`config.mk`:
```
export PLATFORM = sky130hd
export DESIGN_NAME = dest_scoreboard
export DESIGN_NICKNAME = d
export VERILOG_FILES = /design/src/rtl/dest_scoreboard.sv
export SDC_FILE = /design/constraint.sdc
export NUM_CORES = 1
export LEC_CHECK = 0
export CAP_MARGIN = 5
export CORE_MARGIN = 3
export CORE_UTILIZATION = 59
export CTS_CLUSTER_DIAMETER = 30
export DETAILED_ROUTE_END_ITERATION = 7
export PLACE_DENSITY = 0.82
export SYNTH_ARGS = -nofsm -noshare
export SYNTH_HDL_FRONTEND = slang
export SYNTH_SLANG_ARGS = --single-unit
```
`constraint.sdc`:
```
create_clock -name clk -period 4.9 [get_ports clk]
set_input_delay 0.49 -clock clk [delete_from_list [all_inputs] [get_ports clk]]
set_output_delay 0.49 -clock clk [all_outputs]
set_load 0.03 [all_outputs]
```
`src/rtl/dest_scoreboard.sv`:
```
// Issue-stage destination scoreboard: RAW/WAW stall, rt/rd select register, and a
// round-robin arbiter sharing the single register-file write port between ALU and MEM.
module dest_scoreboard #(
    parameter int ADDR_W = 6,
    parameter int NREG   = 64
) (
    input  logic              clk,
    input  logic              rst_n,
    input  logic              flush,
    input  logic              issue_valid,
    output logic              issue_ready,
    input  logic [ADDR_W-1:0] src_a,
    input  logic [ADDR_W-1:0] src_b,
    input  logic              src_b_used,
    input  logic [ADDR_W-1:0] dest_rt,
    input  logic [ADDR_W-1:0] dest_rd,
    input  logic              dest_sel_rd,
    input  logic              dest_wr,
    output logic              issued_valid,
    output logic [ADDR_W-1:0] issued_dest,
    output logic              dest_sel,
    input  logic              wb0_valid,
    input  logic [ADDR_W-1:0] wb0_addr,
    output logic              wb0_ready,
    input  logic              wb1_valid,
    input  logic [ADDR_W-1:0] wb1_addr,
    output logic              wb1_ready,
    output logic              rf_we,
    output logic [ADDR_W-1:0] rf_waddr,
    output logic              rf_wsrc,
    output logic [ADDR_W:0]   pend_count,
    output logic              wb_err
);

    localparam logic [NREG-1:0] ONE_HOT = {{(NREG-1){1'b0}}, 1'b1};
    localparam logic [ADDR_W:0] CNT_ONE = 1;

    logic [NREG-1:0]   busy;
    logic [NREG-1:0]   busy_v;
    logic [NREG-1:0]   set_mask;
    logic [NREG-1:0]   clr_mask;
    logic              last_wb1;
    logic [ADDR_W-1:0] dest;
    logic [ADDR_W-1:0] gaddr;
    logic              hazard;
    logic              fire;
    logic              grant0;
    logic              grant1;
    logic              any_grant;
    logic              set_en;
    logic              clr_en;
    logic              err_en;
    logic [ADDR_W:0]   pend_nxt;

    // Register 0 is hard-wired idle so it can never stall issue or be cleared.
    assign busy_v = busy & ~ONE_HOT;

    // NOTE: every signal gets a default first so no path through this block can infer a latch.
    always_comb begin
        dest        = dest_sel_rd ? dest_rd : dest_rt;
        hazard      = busy_v[src_a] | (src_b_used & busy_v[src_b]) | (dest_wr & busy_v[dest]);
        issue_ready = ~hazard & ~flush;
        fire        = issue_valid & issue_ready;

        // last_wb1 = 1 means wb1 won the previous tie-capable grant, so wb0 goes next.
        grant0    = wb0_valid & (~wb1_valid | last_wb1);
        grant1    = wb1_valid & (~wb0_valid | ~last_wb1);
        any_grant = grant0 | grant1;
        gaddr     = grant1 ? wb1_addr : wb0_addr;

        set_en = fire & dest_wr & (dest != '0);
        clr_en = any_grant & ~flush & busy_v[gaddr];
        err_en = any_grant & ~flush & (gaddr != '0) & ~busy_v[gaddr];

        set_mask = set_en ? (ONE_HOT << dest) : '0;
        clr_mask = clr_en ? (ONE_HOT << gaddr) : '0;

        // Set and clear never hit the same bit: issue needs the bit idle, clear needs it busy.
        pend_nxt = pend_count;
        if (flush) begin
            pend_nxt = '0;
        end else if (set_en && !clr_en) begin
            pend_nxt = pend_count + CNT_ONE;
        end else if (clr_en && !set_en) begin
            pend_nxt = pend_count - CNT_ONE;
        end
    end

    assign wb0_ready = grant0;
    assign wb1_ready = grant1;

    // NOTE: state uses non-blocking assignments so every flop samples pre-edge values.
    always_ff @(posedge clk or negedge rst_n) begin
        if (!rst_n) begin
            busy         <= '0;
            last_wb1     <= 1'b1;
            pend_count   <= '0;
            wb_err       <= 1'b0;
            issued_valid <= 1'b0;
            issued_dest  <= '0;
            dest_sel     <= 1'b0;
            rf_we        <= 1'b0;
            rf_waddr     <= '0;
            rf_wsrc      <= 1'b0;
        end else begin
            busy       <= flush ? '0 : ((busy | set_mask) & ~clr_mask);
            pend_count <= pend_nxt;
            if (err_en) begin
                wb_err <= 1'b1;
            end
            if (any_grant && !flush) begin
                last_wb1 <= grant1;
            end

            issued_valid <= fire;
            if (fire) begin
                issued_dest <= dest;
                dest_sel    <= dest_sel_rd;
            end

            rf_we <= any_grant;
            if (any_grant) begin
                rf_waddr <= gaddr;
                rf_wsrc  <= grant1;
            end
        end
    end

endmodule
```
Word-level counts from Yosys, hierarchy flattened
Index checks and enable logic that the tools add are counted.
- register bits after elaboration: 89
- bits of input ports: 45
- output and inout bits: 27
- logic and storage cells: 69
- add/sub/neg operators: 2
- magnitude comparators: 4
- shifts and indexed selects: 2
- mux-type cells: 16
- bitwise logic cells: 26
- reductions and logical operators: 9
- operator list (operator ; number):
    $mux W64 ; 3
    $shl A1 B6 Y64 const A ; 2
    $and A64 B64 Y64 ; 1
    $not A64 Y64 ; 1
    $or A64 B64 Y64 ; 1
    $lt A6 B7 Y1 const B ; 4
    $bmux W1 S6 ; 4
    $mux W7 ; 3
    $and A1 B1 Y1 ; 12
    $mux W6 ; 2
    $reduce_bool A6 Y1 ; 2
    $add A7 B1 Y7 const B ; 1
    $sub A7 B1 Y7 const B ; 1
    $not A1 Y1 ; 6
    $or A1 B1 Y1 ; 5
    $mux W1 ; 4
    $logic_and A1 B1 Y1 ; 3
    $logic_not A1 Y1 ; 3
    $reduce_bool A3 Y1 ; 1

Depth between registers and ports, before layout
- depth in word-level cells: 15
- mapped depth: 23
- gate-level depth less buffers: 18

Worst setup path before layout
Ideal clock, no wire load.
- kind: input to register
- from: input port src_a[1]
- to: register pend_count[6]
- setup time: 0.071 ns
- data arrival time: 4.507 ns
- data required time: 4.829 ns
- path slack: 0.322 ns
- stages: 18
- path buffers: 3
- cells stage by stage: clkbuf_1 buf_2 mux4_2 mux2i_1 nand3b_1 a41oi_1 nand4b_4 nor2_4 buf_2 nand2_1 fa_1 a21o_1 a21oi_1 nor2b_1 o21ai_0 nand2b_1 or4_1 nand4_1
- longest elaborated chain between the ends: 12
- elaborated cells between the ends (all ways): 15
- classes of those cells: 4 x mux; 7 x bitwise; 4 x reduce/logical
- RTL lines (item ; line ; source):
    start, declared ; 12 ; input logic [ADDR_W-1:0] src_a,
    $bmux W1 S6 * ; 61 ; hazard = busy_v[src_a] | (src_b_used & busy_v[src_b]) | (dest_wr & busy_v[dest]);
    $mux W1 (implied by the code) * ; 61 ;
    $or A1 B1 Y1 * (2 in a row) ; 61 ;
    $not A1 Y1 * ; 62 ; issue_ready = ~hazard & ~flush;
    $and A1 B1 Y1 * ; 62 ;
    $and A1 B1 Y1 * ; 63 ; fire = issue_valid & issue_ready;
    $and A1 B1 Y1 * (2 in a row) ; 71 ; set_en = fire & dest_wr & (dest != '0);
    $logic_and A1 B1 Y1 or $logic_not A1 Y1 (tied branches) ; 82, 84 ;
    $mux W7 or $logic_and A1 B1 Y1 (tied branches) ; 82, 84 ;
    $mux W7 or $reduce_bool A3 Y1 (tied branches) ; -- ;
    end signal, assigned ; 107 ; pend_count <= pend_nxt;
    end, declared ; 31 ; output logic [ADDR_W:0] pend_count,
Every way passes the cells marked *; elsewhere a longest branch is shown, timed or not. The select of a mux whose other input is x is not followed.
A chain may end at the register's enable or synchronous reset.

Worst setup path in the final report
- from: input port src_b[0]
- to: register pend_count[6]
- longest elaborated chain between the ends: 13
- elaborated cells between the ends (all ways): 16
- classes of those cells: 4 x mux; 8 x bitwise; 4 x reduce/logical
- RTL lines (item ; line ; source):
    start, declared ; 13 ; input logic [ADDR_W-1:0] src_b,
    $bmux W1 S6 * ; 61 ;
    $mux W1 (implied by the code) * ; 61 ;
    $and A1 B1 Y1 * ; 61 ;
    $or A1 B1 Y1 * (2 in a row) ; 61 ;
    $not A1 Y1 * ; 62 ;
    $and A1 B1 Y1 * ; 62 ;
    $and A1 B1 Y1 * ; 63 ;
    $and A1 B1 Y1 * (2 in a row) ; 71 ;
    $logic_and A1 B1 Y1 or $logic_not A1 Y1 (tied branches) ; 82, 84 ;
    $mux W7 or $logic_and A1 B1 Y1 (tied branches) ; 82, 84 ;
    $mux W7 or $reduce_bool A3 Y1 (tied branches) ; -- ;
Marks and branches as above.

==> impl_results.md <==
- Clock skew: 0.00771 ns
- Deepest clock path buffer count: 2
- Final setup viols: 0
- Vias in the first global route: 7861
- Seq cells post-synth: 88
- Syn Area/Cell: 9.64 um2
- Port buffer count: 71
- H-tree level count: 3
- Sequential area share after synthesis: 0.297
- Layout cells sized above 1: 0.226
- Post-synth EDFFs: 0
- Total number of vias: 8267
- Worst path cell trace: clkdlybuf4s50_1 -> buf_4 -> mux4_2 -> mux2i_1 -> a31oi_1 -> o211a_1 -> nor3b_1 -> buf_4 -> nand4b_4 -> nor2_4 -> nand2_1 -> buf_4 -> fa_1 -> a21o_1 -> a21oi_1 -> nor2b_1 -> o21ai_1 -> nand2b_1 -> or4_1 -> nand4_1
- Worst R2R Path Depth: 19
- RR Startpoint: last_wb1
- # clock sinks: 88
- Slowest CP cell: clkdlybuf4s50_1
- CP max FO: 10
- # DRC: 19
- Placer Congestion: 1.16
- Fmax: 216 MHz
- Die area: 13900 um2
- Initial Utilization: 0.610
- Initial antenna violation count: 1
- Cell mode on critical path: buf_4
- Synth cell types: 78
- Max-slew violations: 0
- DIE WIDTH: 118 um
- Vias per inst: 7.72
- Area Overhead vs Synth: 24.1%
- Worst Hold Class: in2async
- RSZ-0062 raised after global routing: false
- Slew @ Worst Pin: 1.17 ns
- Hold Vio Cnt, Final: 0
- Cell Pwr Density: 279 nW/um2
- WS Path Type: in2reg
- Required time of the critical path: 5.19 ns
- Syn Nets: 820
- Syn. warnings: 0
- Remaining antenna violation count: 0
- CP endpoint kind: flip-flop
- Number of I/O pins: 72
- Final period util: 0.944
- Non-Filler Instances: 1071
- Status: finished, violations left
- First-pass GRT wire length: 48100 um
- DIE HEIGHT: 118 um
- Hpwl dp: 22800 um
- Clock latency on the worst-skew pair: 0.35 ns
- Max cap viols: 0
- Post-CTS Setup Repair Bufs: 0
- Main flop type after synthesis: dfrtp_1
- Final #Nets: 946
- Rel. slew slack: 0.215
- GRT overflow: 0
- Detailed Route WL: 31700 um
- Critical Path Max Stage Delay: 0.59 ns
- Cell count after synthesis: 769
- 1st-pass router iterations: 8
- CTS root buf: clkbuf_16
- CTS clk-pin slew, worst paths: 0.07 ns
- Arrival @ worst endpoint: 4.91 ns
- Most frequent cells in the layout: buf_4 (105), dfrtp_1 (87), mux2i_1 (72), clkdlybuf4s50_1 (69), a211oi_1 (56)
- Startpoint class of the critical path: input pin
- Flop2flop setup slack: 0.58 ns
- Total GRT Usage: 0.450
- Initial DRC count: 1574
- Reg2reg end: pend_count[6]
- Failing checks: design-rule violations
- TritonCTS clock tree: done
- Mapped cell area: 7410 um2
- Worst vdd ir: 0.391 mV
- Post-Place Cells: 1052
- Site Rows: 40
- Final Critical Period: 4.63 ns
- Commonest non-fill, non-tap cell in the layout: buf_4
- Leakage: 0.00372 uW
- Total CTS buffers: 9
- Overall power: 2570 uW
- Largest net degree at the start of global routing: 64
- Post-DR wirelength/cell: 29.6 um
- Post-synthesis async set-or-reset flop share: 1.00
- Core Area: 12200 um2
-- final cells by class --
class / count / area (um2)
Timing Repair Buffer: 178 / 1540
Antenna cell: 3 / 7.51
Tap cell: 168 / 210
Clock inverter: 5 / 67.6
Sequential cell: 88 / 2200
Clock buffer: 11 / 253
Multi-Input combinational cell: 597 / 4840
Fill cell: 851 / 2960
Inverter: 21 / 78.8
-- sequential cells by signal, indices dropped and copies added (netlist names) --
| signal | flops |
|---|---|
| rf_we | 1 |
| issued_dest | 6 |
| dest_sel | 1 |
| last_wb1 | 1 |
| wb_err | 1 |
| busy | 63 |
| rf_waddr | 6 |
| rf_wsrc | 1 |
| pend_count | 7 |
| issued_valid | 1 |
-- timing repair --
item	in CTS	in global routing
hold buffers	0	0
setup endpoints to repair	0	1
resized for setup	0	1
-- synthesized netlist by cell type (all sizes together), types with 3 or more instances --
| cell type | number | share of area |
|---|---|---|
| dfrtp | 87 | 0.29 |
| mux2i | 75 | 0.11 |
| a211oi | 56 | 0.057 |
| a21oi | 46 | 0.031 |
| nor2 | 46 | 0.024 |
| nand2 | 38 | 0.019 |
| buf | 36 | 0.027 |
| mux4 | 31 | 0.094 |
| a31oi | 27 | 0.023 |
| clkbuf | 27 | 0.014 |
| mux2 | 24 | 0.036 |
| a41oi | 21 | 0.025 |
| inv | 20 | 0.010 |
| nor2b | 16 | 0.014 |
| o21ai | 16 | 0.011 |
| o22ai | 15 | 0.013 |
| a221oi | 14 | 0.017 |
| nor3 | 13 | 0.011 |
| nand3 | 11 | 0.0074 |
| nand4 | 11 | 0.0093 |
| o221ai | 11 | 0.013 |
| nor3b | 9 | 0.0091 |
| and2 | 8 | 0.0068 |
| nand2b | 8 | 0.0068 |
| a21o | 7 | 0.0071 |
| nand3b | 7 | 0.0071 |
| nor4 | 7 | 0.0059 |
| and3 | 6 | 0.0052 |
| a22oi | 5 | 0.0051 |
| ha | 5 | 0.0084 |
| nor4b | 5 | 0.0059 |
| a2111oi | 4 | 0.0047 |
| or2 | 4 | 0.0034 |
| or3 | 4 | 0.0041 |
| or3b | 4 | 0.0047 |
| a211o | 3 | 0.0035 |
| a22o | 3 | 0.0035 |
| o211ai | 3 | 0.0030 |
| xnor2 | 3 | 0.0046 |
-- through the flow --
stage / TNS [ns] / instance area (um2) / hold WS [ns] / setup WS (ns) / util
after global routing: 0 / 9200 / 0.229 / 0.0286 / 0.756
after global placement: 0 / 8880 / 0.460 / 0.110 / 0.730
final: 0 / 9200 / 0.189 / 0.274 / 0.757
after CTS: 0 / 9200 / 0.202 / 0.261 / 0.756
after detailed placement: -0.0692 / 8880 / 0.467 / -0.0692 / 0.730
after floorplan: 0 / 7410 / 0.194 / 0.322 / -
-- layer usage --
layer  global-route usage  wire length [um]  vias to the layer above
met4                0.226              2260                        2
met3                0.225              5330                      224
met2                0.629             12800                      800
met5               0.0221                40                        -
met1                0.574             11300                     3906
li1                     -                 -                     3335
-- worst max-delay path, delay by kind of cell --
kind	cells	cell delay, ns
AND/OR/NAND/NOR	8	1.24
buffers and inverters	4	1.19
AO/OA/AOI/OAI	5	0.88
multiplexers	2	0.70
adder cells (fa/ha/maj)	1	0.40
-- kinds of logic (layout without fill, tap and decap cells) --
family                     count (synthesis)  after routing  share of synthesized area
AOI/OAI and AO/OA                        251            251                      0.241
and+or+nand+nor                          205            205                      0.155
muxes                                    130            130                      0.237
DFF                                       88             88                      0.297
buffers and inverters                     84            215                     0.0516
adders and majority gates                  6              6                     0.0111
xor gates and xnor gates                   5              5                    0.00692
other                                      0              3                          0
-- power breakdown --
group          leakage (uW)  total [uW]  internal, uW  switching [uW]
Sequential          0.00118         824           779            44.9
Clock              0.000159         752           433             319
Combinational       0.00238         991           435             556
-- worst max-delay path by stage --
stage             start            end  slack, ns
5_1_grt        src_b[1]  pend_count[6]       0.03
3_3_place_gp   src_a[0]  pend_count[6]       0.11
2_1_floorplan  src_a[1]  pend_count[6]       0.32
4_1_cts        src_b[0]  pend_count[6]       0.26
6_report       src_b[0]  pend_count[6]       0.27
3_5_place_dp   src_b[0]  pend_count[6]      -0.07
Note: power is estimated with default switching activity, not from simulation.
